[src/rtl/ahb_pkg.sv]
// Shared AHB encodings for the arbiter slice.
package ahb_pkg;
  localparam logic [1:0] HTRANS_IDLE   = 2'b00;
  localparam logic [1:0] HTRANS_BUSY   = 2'b01;
  localparam logic [1:0] HTRANS_NONSEQ = 2'b10;
  localparam logic [1:0] HTRANS_SEQ    = 2'b11;

  localparam logic [1:0] HRESP_OKAY  = 2'b00;
  localparam logic [1:0] HRESP_ERROR = 2'b01;
  localparam logic [1:0] HRESP_RETRY = 2'b10;
  localparam logic [1:0] HRESP_SPLIT = 2'b11;

  localparam int MAX_MASTERS = 16;
endpackage

[src/rtl/ahb_rr_picker.sv]
// Combinational round-robin pick: first set request at or after ptr+1, wrapping.
module ahb_rr_picker import ahb_pkg::*; #(
  parameter int NUM_MASTERS = 2
) (
  input  logic [NUM_MASTERS-1:0] i_req,
  input  logic [3:0]             i_ptr,
  output logic [NUM_MASTERS-1:0] o_onehot,
  output logic [3:0]             o_idx,
  output logic                   o_any
);
  logic [NUM_MASTERS-1:0] w_rot;
  int                     w_sel;

  // Rotate so bit 0 is the master just after the pointer.
  assign w_rot = NUM_MASTERS'({i_req, i_req} >> (5'(i_ptr) + 5'd1));

  always_comb begin
    o_any    = 1'b0;
    o_onehot = '0;
    w_sel    = 0;
    for (int k = NUM_MASTERS - 1; k >= 0; k--) begin
      if (w_rot[k]) begin
        o_any = 1'b1;
        w_sel = (int'(i_ptr) + 1 + k) % NUM_MASTERS;
      end
    end
    o_idx = 4'(w_sel);
    for (int m = 0; m < NUM_MASTERS; m++) o_onehot[m] = o_any && (m == w_sel);
  end
endmodule

[src/rtl/ahb_arbiter.sv]
// AHB bus arbiter: round-robin grant with HLOCK hold and SPLIT masking,
// plus address/data-phase owner tracking for the bus muxes.
module ahb_arbiter import ahb_pkg::*; #(
  parameter int NUM_MASTERS    = 2,
  parameter int NUM_SLAVES     = 3,
  parameter int DEFAULT_MASTER = 0
) (
  input  logic                     hclk,
  input  logic                     hresetn,
  input  logic [NUM_MASTERS-1:0]   hbusreq,
  input  logic [NUM_MASTERS-1:0]   hlock,
  input  logic [1:0]               htrans,
  input  logic                     hready,
  input  logic [1:0]               hresp,
  input  logic [16*NUM_SLAVES-1:0] hsplit_all,
  output logic [NUM_MASTERS-1:0]   hgrant,
  output logic [3:0]               hmaster,
  output logic [3:0]               hmaster_data,
  output logic                     hmastlock
);
  localparam logic [3:0]             DEF_IDX = 4'(DEFAULT_MASTER);
  localparam logic [NUM_MASTERS-1:0] DEF_OH  = NUM_MASTERS'(1) << DEFAULT_MASTER;

  logic [NUM_MASTERS-1:0] r_grant, r_mask;
  logic [3:0]             r_master, r_mdata, r_ptr;
  logic                   r_mastlock, r_force;

  logic [NUM_MASTERS-1:0] w_elig, w_pick_oh, w_unsplit, w_set;
  logic [3:0]             w_pick_idx, w_gidx;
  logic                   w_pick_any, w_glock, w_greq, w_gmask, w_mreq;
  logic                   w_split_first, w_arb, w_keep, w_unused_split;

  assign w_split_first  = (hresp == HRESP_SPLIT) && !hready;
  assign w_unused_split = ^hsplit_all;

  always_comb begin
    w_gidx  = '0;
    w_glock = 1'b0;
    w_greq  = 1'b0;
    w_gmask = 1'b0;
    w_mreq  = 1'b0;
    w_set   = '0;
    for (int m = 0; m < NUM_MASTERS; m++) begin
      if (r_grant[m]) begin
        w_gidx  = 4'(m);
        w_glock = hlock[m];
        w_greq  = hbusreq[m];
        w_gmask = r_mask[m];
      end
      if (r_master == 4'(m)) w_mreq = hbusreq[m];
      w_set[m] = w_split_first && (r_mdata == 4'(m)) && (4'(m) != DEF_IDX);
    end
  end

  always_comb begin
    w_unsplit = '0;
    for (int s = 0; s < NUM_SLAVES; s++)
      for (int m = 0; m < NUM_MASTERS; m++)
        w_unsplit[m] = w_unsplit[m] | hsplit_all[16*s + m];
  end

  assign w_elig = hbusreq & ~r_mask;
  // A locked owner mid-burst blocks arbitration; a fresh SPLIT forces it.
  assign w_arb  = (hready && (htrans != HTRANS_SEQ) && !(r_mastlock && w_mreq)) || r_force;
  assign w_keep = w_glock && w_greq && !w_gmask;

  ahb_rr_picker #(.NUM_MASTERS(NUM_MASTERS)) u_pick (
    .i_req    (w_elig),
    .i_ptr    (r_ptr),
    .o_onehot (w_pick_oh),
    .o_idx    (w_pick_idx),
    .o_any    (w_pick_any)
  );

  always_ff @(posedge hclk or negedge hresetn) begin
    if (!hresetn) begin
      r_grant    <= DEF_OH;
      r_master   <= DEF_IDX;
      r_mdata    <= DEF_IDX;
      r_mastlock <= 1'b0;
      r_mask     <= '0;
      r_ptr      <= DEF_IDX;
      r_force    <= 1'b0;
    end else begin
      r_force <= w_split_first;
      // Set beats a same-cycle release of the same master.
      r_mask  <= (r_mask & ~w_unsplit) | w_set;
      if (w_arb && !w_keep) begin
        r_grant <= w_pick_any ? w_pick_oh : DEF_OH;
        // Pointer only follows real winners, not the idle fallback.
        if (w_pick_any) r_ptr <= w_pick_idx;
      end
      if (hready) begin
        r_master   <= w_gidx;
        r_mastlock <= w_glock;
        r_mdata    <= r_master;
      end
    end
  end

  assign hgrant       = r_grant;
  assign hmaster      = r_master;
  assign hmaster_data = r_mdata;
  assign hmastlock    = r_mastlock;
endmodule

[config.mk]
export PLATFORM = sky130hd
export DESIGN_NAME = ahb_arbiter
export DESIGN_NICKNAME = d
export VERILOG_FILES = /design/src/rtl/ahb_pkg.sv /design/src/rtl/ahb_rr_picker.sv /design/src/rtl/ahb_arbiter.sv
export SDC_FILE = /design/constraint.sdc
export NUM_CORES = 1
export LEC_CHECK = 0
export ABC_AREA = 1
export CORE_ASPECT_RATIO = 1.25
export CORE_MARGIN = 5
export CORE_UTILIZATION = 21
export CTS_CLUSTER_DIAMETER = 50
export DETAILED_ROUTE_END_ITERATION = 10
export PLACE_DENSITY = 0.74
export SLEW_MARGIN = 20
export SYNTH_ARGS = -nofsm -noshare
export SYNTH_HDL_FRONTEND = slang
export SYNTH_SLANG_ARGS = --single-unit
[constraint.sdc]
create_clock -name hclk -period 1.05 [get_ports hclk]
set_input_delay 0.1575 -clock hclk [delete_from_list [all_inputs] [get_ports hclk]]
set_output_delay 0.1575 -clock hclk [all_outputs]
set_load 0.03 [all_outputs]
; Word level (Yosys, flattened, before mapping)
; Index checks and enable logic that the tools add are counted.
; W data, S select, Z words.
[totals]
output_inout_bits = 11
in_bits = 59
reg_bits = 18
elab_cells = 59
[op_classes]
n_eq_ne = 5
n_mux = 14
n_shift = 1
reduce_logical = 18
addsub = 3
bitwise = 11
[ops]
columns = op, count
row1 = $mux W32, 2
row2 = $add A32 B2 Y32 const B, 1
row3 = $eq A2 B32 Y1 const A, 1
row4 = $logic_not A32 Y1, 1
row5 = $mux W1, 11
row6 = $add A4 B1 Y5 const B, 2
row7 = $logic_and A1 B1 Y1, 10
row8 = $eq A4 B1 Y1 const B, 2
row9 = $shr A4 B5 Y2, 1
row10 = $and A2 B2 Y2, 2
row11 = $logic_not A1 Y1, 4
row12 = $logic_not A4 Y1, 1
row13 = $not A2 Y2, 2
row14 = $or A1 B1 Y1, 4
row15 = $eq A2 B2 Y1 const B, 1
row16 = $mux W2, 1
row17 = $ne A2 B2 Y1 const B, 1
row18 = $or A2 B2 Y2, 1
row19 = $reduce_and A2 Y1, 1
row20 = $and A1 B1 Y1, 1
row21 = $and A1 B1 Y1 const A, 1
row22 = $logic_or A1 B1 Y1, 1

; Longest topological paths before layout
[logic_depth]
word_depth = 9
mapped_depth = 8

; Modules after synthesis
; Synthesis repeated with hierarchy kept, for this count alone.
[unflattened]
hier_cells = 100
hier_area_um2 = 758.2
[by_module_without_submodules]
columns = mod, instances, area_per_inst_um2, seq_area_each_um2, cells_each
row1 = ahb_arbiter, 1, 624.3, 301.5, 74
row2 = ahb_rr_picker, 1, 133.9, 0.0, 26

; Worst setup path after synthesis
; Ideal clock, no wire load.
[synth_timing]
kind = reg2reg
start = register r_grant[0] (netlist: hgrant[0])
end = register r_grant[0] (netlist: hgrant[0])
n_path_buf = 0
stages_incl_launch_ff = 7
t_arrival_ns = 1.099
path_slack_ns = -0.118
setup_ns = 0.069
period_less_slack_ns = 1.168
cell_sequence = dfstp_2 nand2_1 nor2_1 a21oi_2 nand2_2 nand2_1 o21ai_2
[synth_via]
elab_chain_cells = 6
word_cells_on_any_way = 11
classes_between = 6 x mux / 5 x reduce/logical
[synth_lines]
columns = element, line_no
row1 = "start, declared", ahb_arbiter.sv:24  ; logic [NUM_MASTERS-1:0] r_grant, r_mask;
row2 = "start signal, assigned", ahb_arbiter.sv:89  ; r_grant <= w_pick_any ? w_pick_oh : DEF_OH;
row3 = $mux W1 (2 in series), ahb_arbiter.sv:44  ; if (r_grant[m]) begin
row4 = $logic_and A1 B1 Y1 or $logic_not A1 Y1 (tied branches), ahb_arbiter.sv:65  ; assign w_keep = w_glock && w_greq && !w_gmask;
row5 = $logic_and A1 B1 Y1 *, ahb_arbiter.sv:65
row6 = $logic_not A1 Y1 *, ahb_arbiter.sv:88  ; if (w_arb && !w_keep) begin
row7 = $logic_and A1 B1 Y1 *, ahb_arbiter.sv:88
; Every way passes the cells marked *; elsewhere a longest branch is shown, timed or not.
; A chain may end at the register's enable or synchronous reset.

; Worst setup path after layout
[layout_timing]
start = register r_grant[0] (netlist: hgrant[0])
end = output port hgrant[0]
[layout_lines]
columns = element, line_no
row1 = "end, declared", ahb_arbiter.sv:16  ; output logic [NUM_MASTERS-1:0] hgrant,
; No word-level cell between the ends.

==> impl_metrics.yaml <==
clock_network:
  clock_tree.root_cell: "clkbuf_4"
  clock_path_buffers: 2
  cts-buffers-inserted: 3
  path_clk_slew_ns: 0.06
  ctsHoldBuffers: 0
  htreeDepth: 1
  cts_tree: "done"
  cts.sinks: 9
  clk_latency_ns: 0.26
detailed_routing:
  wl_per_cell_um: 10.6
  first_iter_violations: 0
  viasPerCell: 3.91
  drc: 0
  num_vias: 528
  ant_nets: 0
  totalWireLength_um: 1440
  drtPass1Iterations: 1
sta:
  hold_violations: 0
  maxSlewViolCount: 0
  grt_setup_unrepaired: "true"
  period_minus_slack_ns: 1.17
  fin_hold_ws_ns: 0.207
  fmax_mhz: 858
  fin_setup_tns_ns: -0.334
  setup_viol: 5
  worst_slack_ns: -0.116
  finalCritPeriodShare: 1.11
  fin_skew_ns: 0.00269
critical_path:
  cp.required_ns: 0.89
  startpoint: "hgrant[0]"
  reg2reg_depth: 6
  rr_startpoint: "hgrant[1]"
  endpoint_kind: "output pin"
  r2r-end: "r_ptr[0]"
  r2r_setup_slack_ns: -0.06
  worst-endpoint-arrival_ns: 1.01
  path_class: "flip-flop to output pin"
  cp_max_fo: 2
  startpoint_type: "flip-flop"
floorplan:
  die_x_um: 54.2
  initial_core_util: 0.215
  rows: 20
  ios: 70
  die-height_um: 65.2
  dieArea_um2: 3530
  core_um2: 2380
logic_synthesis:
  yosysTopAreaCell: "dfrtp_1"
  synth_area_per_cell_um2: 7.53
  netlist.area_leader.share: 0.391
  synth_flop_cell: "dfrtp_1"
  async_reset_ff_frac: 1.00
  ys_seq_area_frac: 0.443
  syn_area_um2: 512
  synth_edf_count: 0
  yosysMostFrequentCell: "nand2_1"
  synth_seq_cells: 9
  synth_cell_types: 16
  synthCells: 68
  ys_warn_count: 0
  synth.area.top_cells: "dfrtp_1 (39%), nand2_1 (15%), buf_4 (8.8%)"
  netlist_top_cells_count: "nand2_1 (20), dfrtp_1 (8), inv_1 (8), buf_4 (6), nand3_1 (6)"
place:
  pre_cts_slack_ns: -0.246
  gp_congestion: 0.772
  io_buffers: 21
  hpwl_um: 1140
global_route:
  grt_pass1_wl_um: 2280
  grt_max_degree: 10
  met1_usage: 0.0898
  met2_usage: 0.151
  antenna_found_initial: 0
  grt.total_usage: 0.0910
  busiest_layer: "met2"
  use_met3: 0.0385
  gr-total-overflow: 0
  grt_pass1_vias: 553
cells_and_area:
  seq_area_um2: 226
  drive_gt1_frac: 0.275
  fin_nets: 162
  syn2layout_area_growth_pct: 67.5
  multiInputGateArea_um2: 234
  fill_cells: 261
  antenna_cells: 0
outcome:
  status: "complete, but fails checks"
  violations: "negative setup slack"
pwr:
  power_density_nw_per_um2: 2050
  share_seq_of_total_power: 0.312
  intPower_mw: 1.07
  combPwrFrac: 0.539
  swShare: 0.394
  p_leak_nw: 0.423
  ir_drop_mv: 0.851
  clock_power_share: 0.149
  p_sw_mw: 0.693
worst_hold_path:
  hold_path.class: "primary input to asynchronous set/reset pin"
flow_run:
  maxCapViolCount: 0
-- worst max-delay path, stage by stage (launching register included) --
cell and delay [ns]:
dfstp_2 0.54, buf_6 0.09, buf_6 0.12
-- cells in the final DEF, fill, tap and decap left out, types with 2 or more instances in the layout --
| cell type | count |
|---|---|
| a21oi_2 | 2 |
| buf_4 | 10 |
| buf_6 | 5 |
| clkbuf_4 | 3 |
| clkdlybuf4s50_1 | 16 |
| conb_1 | 6 |
| dfrtp_1 | 8 |
| inv_1 | 8 |
| inv_2 | 2 |
| nand2_1 | 20 |
| nand2_2 | 2 |
| nand3_1 | 5 |
| nor2_1 | 3 |
| o21ai_0 | 3 |
-- layout make-up --
cell class                 count  area share
clock buffer                   4      0.0307
inverter                      10      0.0438
multi-input combinational     48       0.273
sequential                     9       0.264
tap                           33      0.0482
timing repair buffer          31       0.340
-- flip-flops by register name (all words and copies together), names as in the netlist --
register      cells
hmastlock         1
hgrant            2
r_mask            2
r_ptr             1
hmaster_data      1
r_force           1
hmaster           1
-- worst max-delay path by stage --
stage                 to  cells past startpoint
2_1_floorplan  hgrant[0]                      6
3_3_place_gp    r_ptr[0]                      8
3_5_place_dp    r_ptr[0]                      7
4_1_cts        hgrant[0]                      2
5_1_grt        hgrant[0]                      2
6_report       hgrant[0]                      2
-- cell families after synthesis --
| family | count (synthesis) | synth area share |
|---|---|---|
| other | 1 | 0.00733 |
| buffers and inverters | 16 | 0.161 |
| flip-flops | 9 | 0.443 |
| AO/OA/AOI/OAI | 9 | 0.117 |
| AND/OR/NAND/NOR | 33 | 0.271 |
-- power by group through the flow --
stage,clock (mW),sequential [mW],combinational [mW]
floorplan,0,0.691,0.281
global placement,0,0.544,0.743
detailed placement,0,0.548,0.768
CTS,0.281,0.544,0.897
global route,0.294,0.562,1.03
finish,0.262,0.550,0.948
-- metal layers --
metal | vias to the layer above | wire (µm)
met5 | - | 0
met4 | 0 | 14
met3 | 2 | 136
met2 | 17 | 768
met1 | 238 | 517
li1 | 271 | -
-- per-stage QoR --
stage	utilization	instances	power, mW	cell area (µm²)
5_1_grt	0.361	135	1.89	857
3_3_place_gp	0.325	127	1.29	772
2_1_floorplan	-	73	0.972	533
3_5_place_dp	0.325	127	1.32	772
4_1_cts	0.352	134	1.72	836
6_report	0.361	135	1.76	857
-- repair_timing --
action	CTS	global route
gates resized for setup	4	3
setup endpoints to repair	5	6
setup buffers	3	1
hold endpoints to repair	0	0
pin swaps	1	0
(Power assumes the default switching activity.)
